--- config.mk ---
export PLATFORM = sky130hd
export DESIGN_NAME = alu_mul_seq
export DESIGN_NICKNAME = d
export VERILOG_FILES = /design/src/rtl/alu_pkg.sv /design/src/rtl/alu_mul_zdet.sv /design/src/rtl/alu_mul_seq.sv
export SDC_FILE = /design/constraint.sdc
export NUM_CORES = 1
export LEC_CHECK = 0
export CORE_MARGIN = 3
export CORE_UTILIZATION = 68
export CTS_CLUSTER_DIAMETER = 80
export CTS_CLUSTER_SIZE = 30
export DETAILED_ROUTE_END_ITERATION = 7
export DONT_BUFFER_PORTS = 1
export PLACE_DENSITY = 0.91
export SYNTH_ARGS = -nofsm -noshare
export SYNTH_HDL_FRONTEND = slang
export SYNTH_SLANG_ARGS = --single-unit
--- constraint.sdc ---
create_clock -name clk -period 2.9 [get_ports clk]
set_input_delay 0.29 -clock clk [delete_from_list [all_inputs] [get_ports clk]]
set_output_delay 0.29 -clock clk [all_outputs]
set_load 0.02 [all_outputs]
--- src/rtl/alu_pkg.sv ---
// Shared ALU types and sizing for the multiplier sequencer.
package alu_pkg;

    localparam int ALU_WIDTH = 32;

    typedef enum logic [1:0] {IDLE, RUN, DONE} mul_state_t;

endpackage

--- src/rtl/alu_mul_zdet.sv ---
// Remaining-multiplier zero detector: flags when every multiplier bit still
// to be consumed is zero and reports how many shift steps are left.
module alu_mul_zdet
    import alu_pkg::*;
#(
    parameter int WIDTH = ALU_WIDTH,
    parameter int CNT_W = $clog2(WIDTH + 1)
) (
    input  logic [WIDTH-1:0] mplier,
    input  logic [CNT_W-1:0] count,
    output logic             zero,
    output logic [CNT_W-1:0] remain
);

    // Only the low (WIDTH-count) bits are multiplier bits; above them sit product bits.
    always_comb begin
        remain = CNT_W'(WIDTH) - count;
        zero   = 1'b1;
        for (int i = 0; i < WIDTH; i++) begin
            if ((i < int'(remain)) && mplier[i]) begin
                zero = 1'b0;
            end
        end
    end

endmodule

--- src/rtl/alu_mul_seq.sv ---
// Iterative shift-add multiplier that borrows the ALU's external CLA adder.
// Optional early termination on an exhausted multiplier: ALU_MUL_EARLY_TERM_EN.
module alu_mul_seq
    import alu_pkg::*;
#(
    parameter int WIDTH = ALU_WIDTH,
    parameter int CNT_W = $clog2(WIDTH + 1)
) (
    input  logic                 clk,
    input  logic                 rst_n,
    input  logic                 in_valid,
    output logic                 in_ready,
    input  logic [WIDTH-1:0]     a,
    input  logic [WIDTH-1:0]     b,
    input  logic                 flush,
    output logic                 out_valid,
    input  logic                 out_ready,
    output logic [2*WIDTH-1:0]   product,
    output logic [WIDTH-1:0]     add_a,
    output logic [WIDTH-1:0]     add_b,
    output logic                 add_cin,
    input  logic [WIDTH-1:0]     add_sum,
    input  logic                 add_cout
);

    mul_state_t           state;
    logic [2*WIDTH-1:0]   p;
    logic [WIDTH-1:0]     m;
    logic [CNT_W-1:0]     count;
    logic                 accept;

    assign in_ready  = (state == IDLE) || ((state == DONE) && out_ready);
    assign accept    = in_valid && in_ready && !flush;
    assign out_valid = (state == DONE);
    assign product   = p;

    // The adder only sees live operands while iterating; otherwise it idles at zero.
    assign add_a   = (state == RUN) ? p[2*WIDTH-1:WIDTH] : '0;
    assign add_b   = ((state == RUN) && p[0]) ? m : '0;
    assign add_cin = 1'b0;

`ifdef ALU_MUL_EARLY_TERM_EN
    logic             zero;
    logic [CNT_W-1:0] remain;

    alu_mul_zdet #(
        .WIDTH (WIDTH),
        .CNT_W (CNT_W)
    ) u_zdet (
        .mplier (p[WIDTH-1:0]),
        .count  (count),
        .zero   (zero),
        .remain (remain)
    );
`endif

    always_ff @(posedge clk or negedge rst_n) begin
        if (!rst_n) begin
            state <= IDLE;
            p     <= '0;
            m     <= '0;
            count <= '0;
        end else if (flush) begin
            state <= IDLE;
            count <= '0;
        end else begin
            case (state)
                IDLE, DONE: begin
                    if (accept) begin
                        p     <= {{WIDTH{1'b0}}, b};
                        m     <= a;
                        count <= '0;
                        state <= RUN;
                    end else if (state == DONE && out_ready) begin
                        state <= IDLE;
                    end
                end
                RUN: begin
`ifdef ALU_MUL_EARLY_TERM_EN
                    // Remaining steps would only add zero, so collapse them into one shift.
                    if (zero) begin
                        p     <= p >> remain;
                        state <= DONE;
                    end else
`endif
                    begin
                        p     <= {add_cout, add_sum, p[WIDTH-1:1]};
                        count <= count + 1'b1;
                        if (count == CNT_W'(WIDTH - 1)) begin
                            state <= DONE;
                        end
                    end
                end
                default: state <= IDLE;
            endcase
        end
    end

endmodule
==> key figures <==
Finish
  – Layout Cells excl Fill: 489
  – Util after Layout: 73.7%
  – Share of cells above drive strength 1: 16.3%
  – Nets: 491
  – Antenna cell count: 0
  – Area Growth Syn to Fin: 4.23%
  – Finished Cell Area: 5060 um2

Global routing
  – Grt met2 use: 44.7%
  – Initial antenna violation count: 0
  – Number of global-route vias before repair: 3094
  – Largest net degree at the start of global routing: 105
  – Routing usage on met3: 6.33%
  – GRT Max-Usage Layer: met2
  – First-pass GRT wire length: 17100 um
  – GRT Total Usage: 26.4%
  – Met1 GRT Util: 33.9%
  – Total gr overflow: 0

Detailed routing
  – DRC Markers: 0
  – DRT Pass-1 Iters: 4
  – Final wirelength: 10700 um
  – Vias per std cell: 6.26
  – Routed len/inst: 22.0 um
  – 1st-iter DRT viols: 166
  – Antenna-violating nets left: 0
  – Via count: 3059

Critical path
  – Worst-path cell chain: and2b_4 > buf_4 > and3_1
  – R2R cell count: 4
  – Crit path kind: flop to output port
  – WP depth: 3
  – R2R Path End: m[31]$_DFFE_PN0P_
  – Slowest cell on the critical path: and2b_4
  – CP endpoint kind: output port
  – Crit-path max FO: 33
  – Crit path max-delay family: simple AND/OR/NAND/NOR gates
  – FF-to-FF Start: state[1]$_DFFE_PN0P_
  – Worst R2R Setup Slack: 790 ps
  – CP arrival: 2190 ps
  – CP Buf/Inv Count: 1
  – Startpoint Class: flop
  – Max incr delay on CP: 580 ps
  – CP required: 2610 ps

Flow run
  – Max-Cap Viols: 0

Timing
  – Fin Setup TNS: 0 ps
  – Hold_ws: 53.9 ps
  – RSZ-0062 raised after global routing: no
  – Setup ws final: 419 ps
  – Fin crit share: 85.6%
  – F_max: 403 MHz
  – Final Hold Vio Count: 0
  – Worst slew pin tran: 1010 ps
  – Slew Limit Fails: 0
  – Final min period: 2480 ps
  – Final setup viols: 0
  – Final setup skew: 14.5 ps
  – Slew headroom: 32.7%

Die
  – CORE AREA: 6870 um2
  – Die X: 90.5 um
  – Die H: 90.5 um
  – Site Rows: 30
  – Total die area: 8190 um2
  – Starting Density: 70.7%
  – IO Pins: 233

Place
  – GP Congestion: 0.796
  – Pre-CTS WS: 801 ps
  – Area post-placement: 4810 um2
  – Placed Cells: 470
  – PortBufs: 0
  – DP HPWL: 7410 um

Min path
  – Cells on Worst Hold Path: 1
  – Min-Delay Path Class: input port to flop
  – Min-delay src: add_sum[26]
  – Hold path endpoint: product[57]$_DFFE_PN0P_

Clock network
  – Hold-fix buffers, CTS: 3
  – Total clock buffers created by CTS: 9
  – Root Buffer: clkbuf_8
  – Max clock buf depth: 2
  – Htree depth: 3
  – Post-CTS Setup Inserts: 0
  – CTS resizes: 0
  – Worst-skew pair later-pin latency: 360 ps
  – CTS tree: built
  – Clk slew on worst S/H paths: 110 ps
  – TritonCTS Sinks: 104

Synth
  – Netlist Area Pre-Place: 4860 um2
  – Register area share after synthesis: 53.6%
  – Yosys top cell area share: 53.6%
  – Post-synth top area cell: dfrtp_1
  – Yosys warns: 0
  – Post-synth top cells: dfrtp_1 (104), and3_1 (35), nor2_1 (35)
  – Main synth FF type: dfrtp_1
  – Avg Cell Area, Syn: 12.1 um2
  – Post-synth ARST share: 100%
  – EDFF count, synth: 0
  – Synth unique cells: 37
  – Syn Nets: 503
  – Post-Synthesis Cells: 400
  – Synth top area cells: dfrtp_1 (54%), mux2_4 (9.0%), mux2i_1 (6.6%)
  – Most frequent cell after synthesis: dfrtp_1
  – Yosys reg bits: 104

Outcome
  – Status: finished, final reports clean

Power
  – P_sw: 1.30 mW
  – Clock power share: 24.3%
  – Total power: 3.74 mW
  – Switching Fraction: 34.9%
  – Max IR drop VDD: 401 uV
  – Leak Pwr: 2.38 nW
  – PD cells: 738 nW/um2
  – Logic pwr share: 18.8%
  – Reg power frac: 56.9%
  – Pint: 2.43 mW
==> sequential cells by signal (all words and copies together) (netlist names) <==
name	cells
product	64
m	32
count	6
state	2
==> routing by layer <==
layer / share of wire (%) / vias up
met1: 38 / 1508
li1: - / 1382
met3: 9.2 / 11
met5: 0 / -
met4: 1.2 / 0
met2: 52 / 158
==> kinds of logic after synthesis <==
group	after synthesis	synth area share [%]
other	1	0.0772
buffers and inverters	34	4.61
DFF	104	53.6
and+or+nand+nor	118	13.7
muxes	64	16.3
adders and majority gates	1	0.258
AOI/OAI and AO/OA	77	11.3
xor gates and xnor gates	1	0.180
==> power by group through the flow <==
| stage | combinational [mW] | sequential [mW] | clock (mW) |
|---|---|---|---|
| final | 0.704 | 2.13 | 0.906 |
| after global placement | 0.645 | 2.13 | 0 |
| after global routing | 0.770 | 2.16 | 0.985 |
| after floorplan | 0.628 | 2.06 | 0 |
| after CTS | 0.708 | 2.12 | 0.924 |
| after detailed placement | 0.671 | 2.15 | 0 |
==> area by class of cell <==
cell class	instances	area, um2
clock buffers	9	124
well taps	96	120
repair buffers	9	92.6
clock inverters	7	77.6
fillers	454	1810
multi-input cells	262	2040
flip-flops and latches	104	2600
inverters	2	7.51
==> cell usage in the layout (no fill, tap or decap), drive strengths merged <==
master         n
a22o          34
buf            7
mux2          32
conb           1
clkbuf         9
a211oi         1
nand2          2
and2b          1
nand2b         1
nand3          4
nor3b          1
o21ai          2
and3          36
inv            4
mux2i         32
clkinv         3
nor3           3
xnor2          1
dlygate4sd3    2
a211o          2
a21o           1
a22oi          1
o21bai         1
and2          32
ha             1
clkinvlp       1
o21ba          1
bufinv         1
nor2          36
dfrtp        104
nor2b          2
a21oi         34
==> how the worst max path moves through the flow <==
stage | to | startpoint
after floorplan | add_a[10] | state[1]$_DFFE_PN0P_
after global placement | add_b[4] | state[1]$_DFFE_PN0P_
after detailed placement | add_b[2] | state[1]$_DFFE_PN0P_
after CTS | add_b[2] | state[1]$_DFFE_PN0P_
after global routing | add_b[8] | state[1]$_DFFE_PN0P_
final | add_b[8] | state[1]$_DFFE_PN0P_
(Power assumes the default switching activity.)
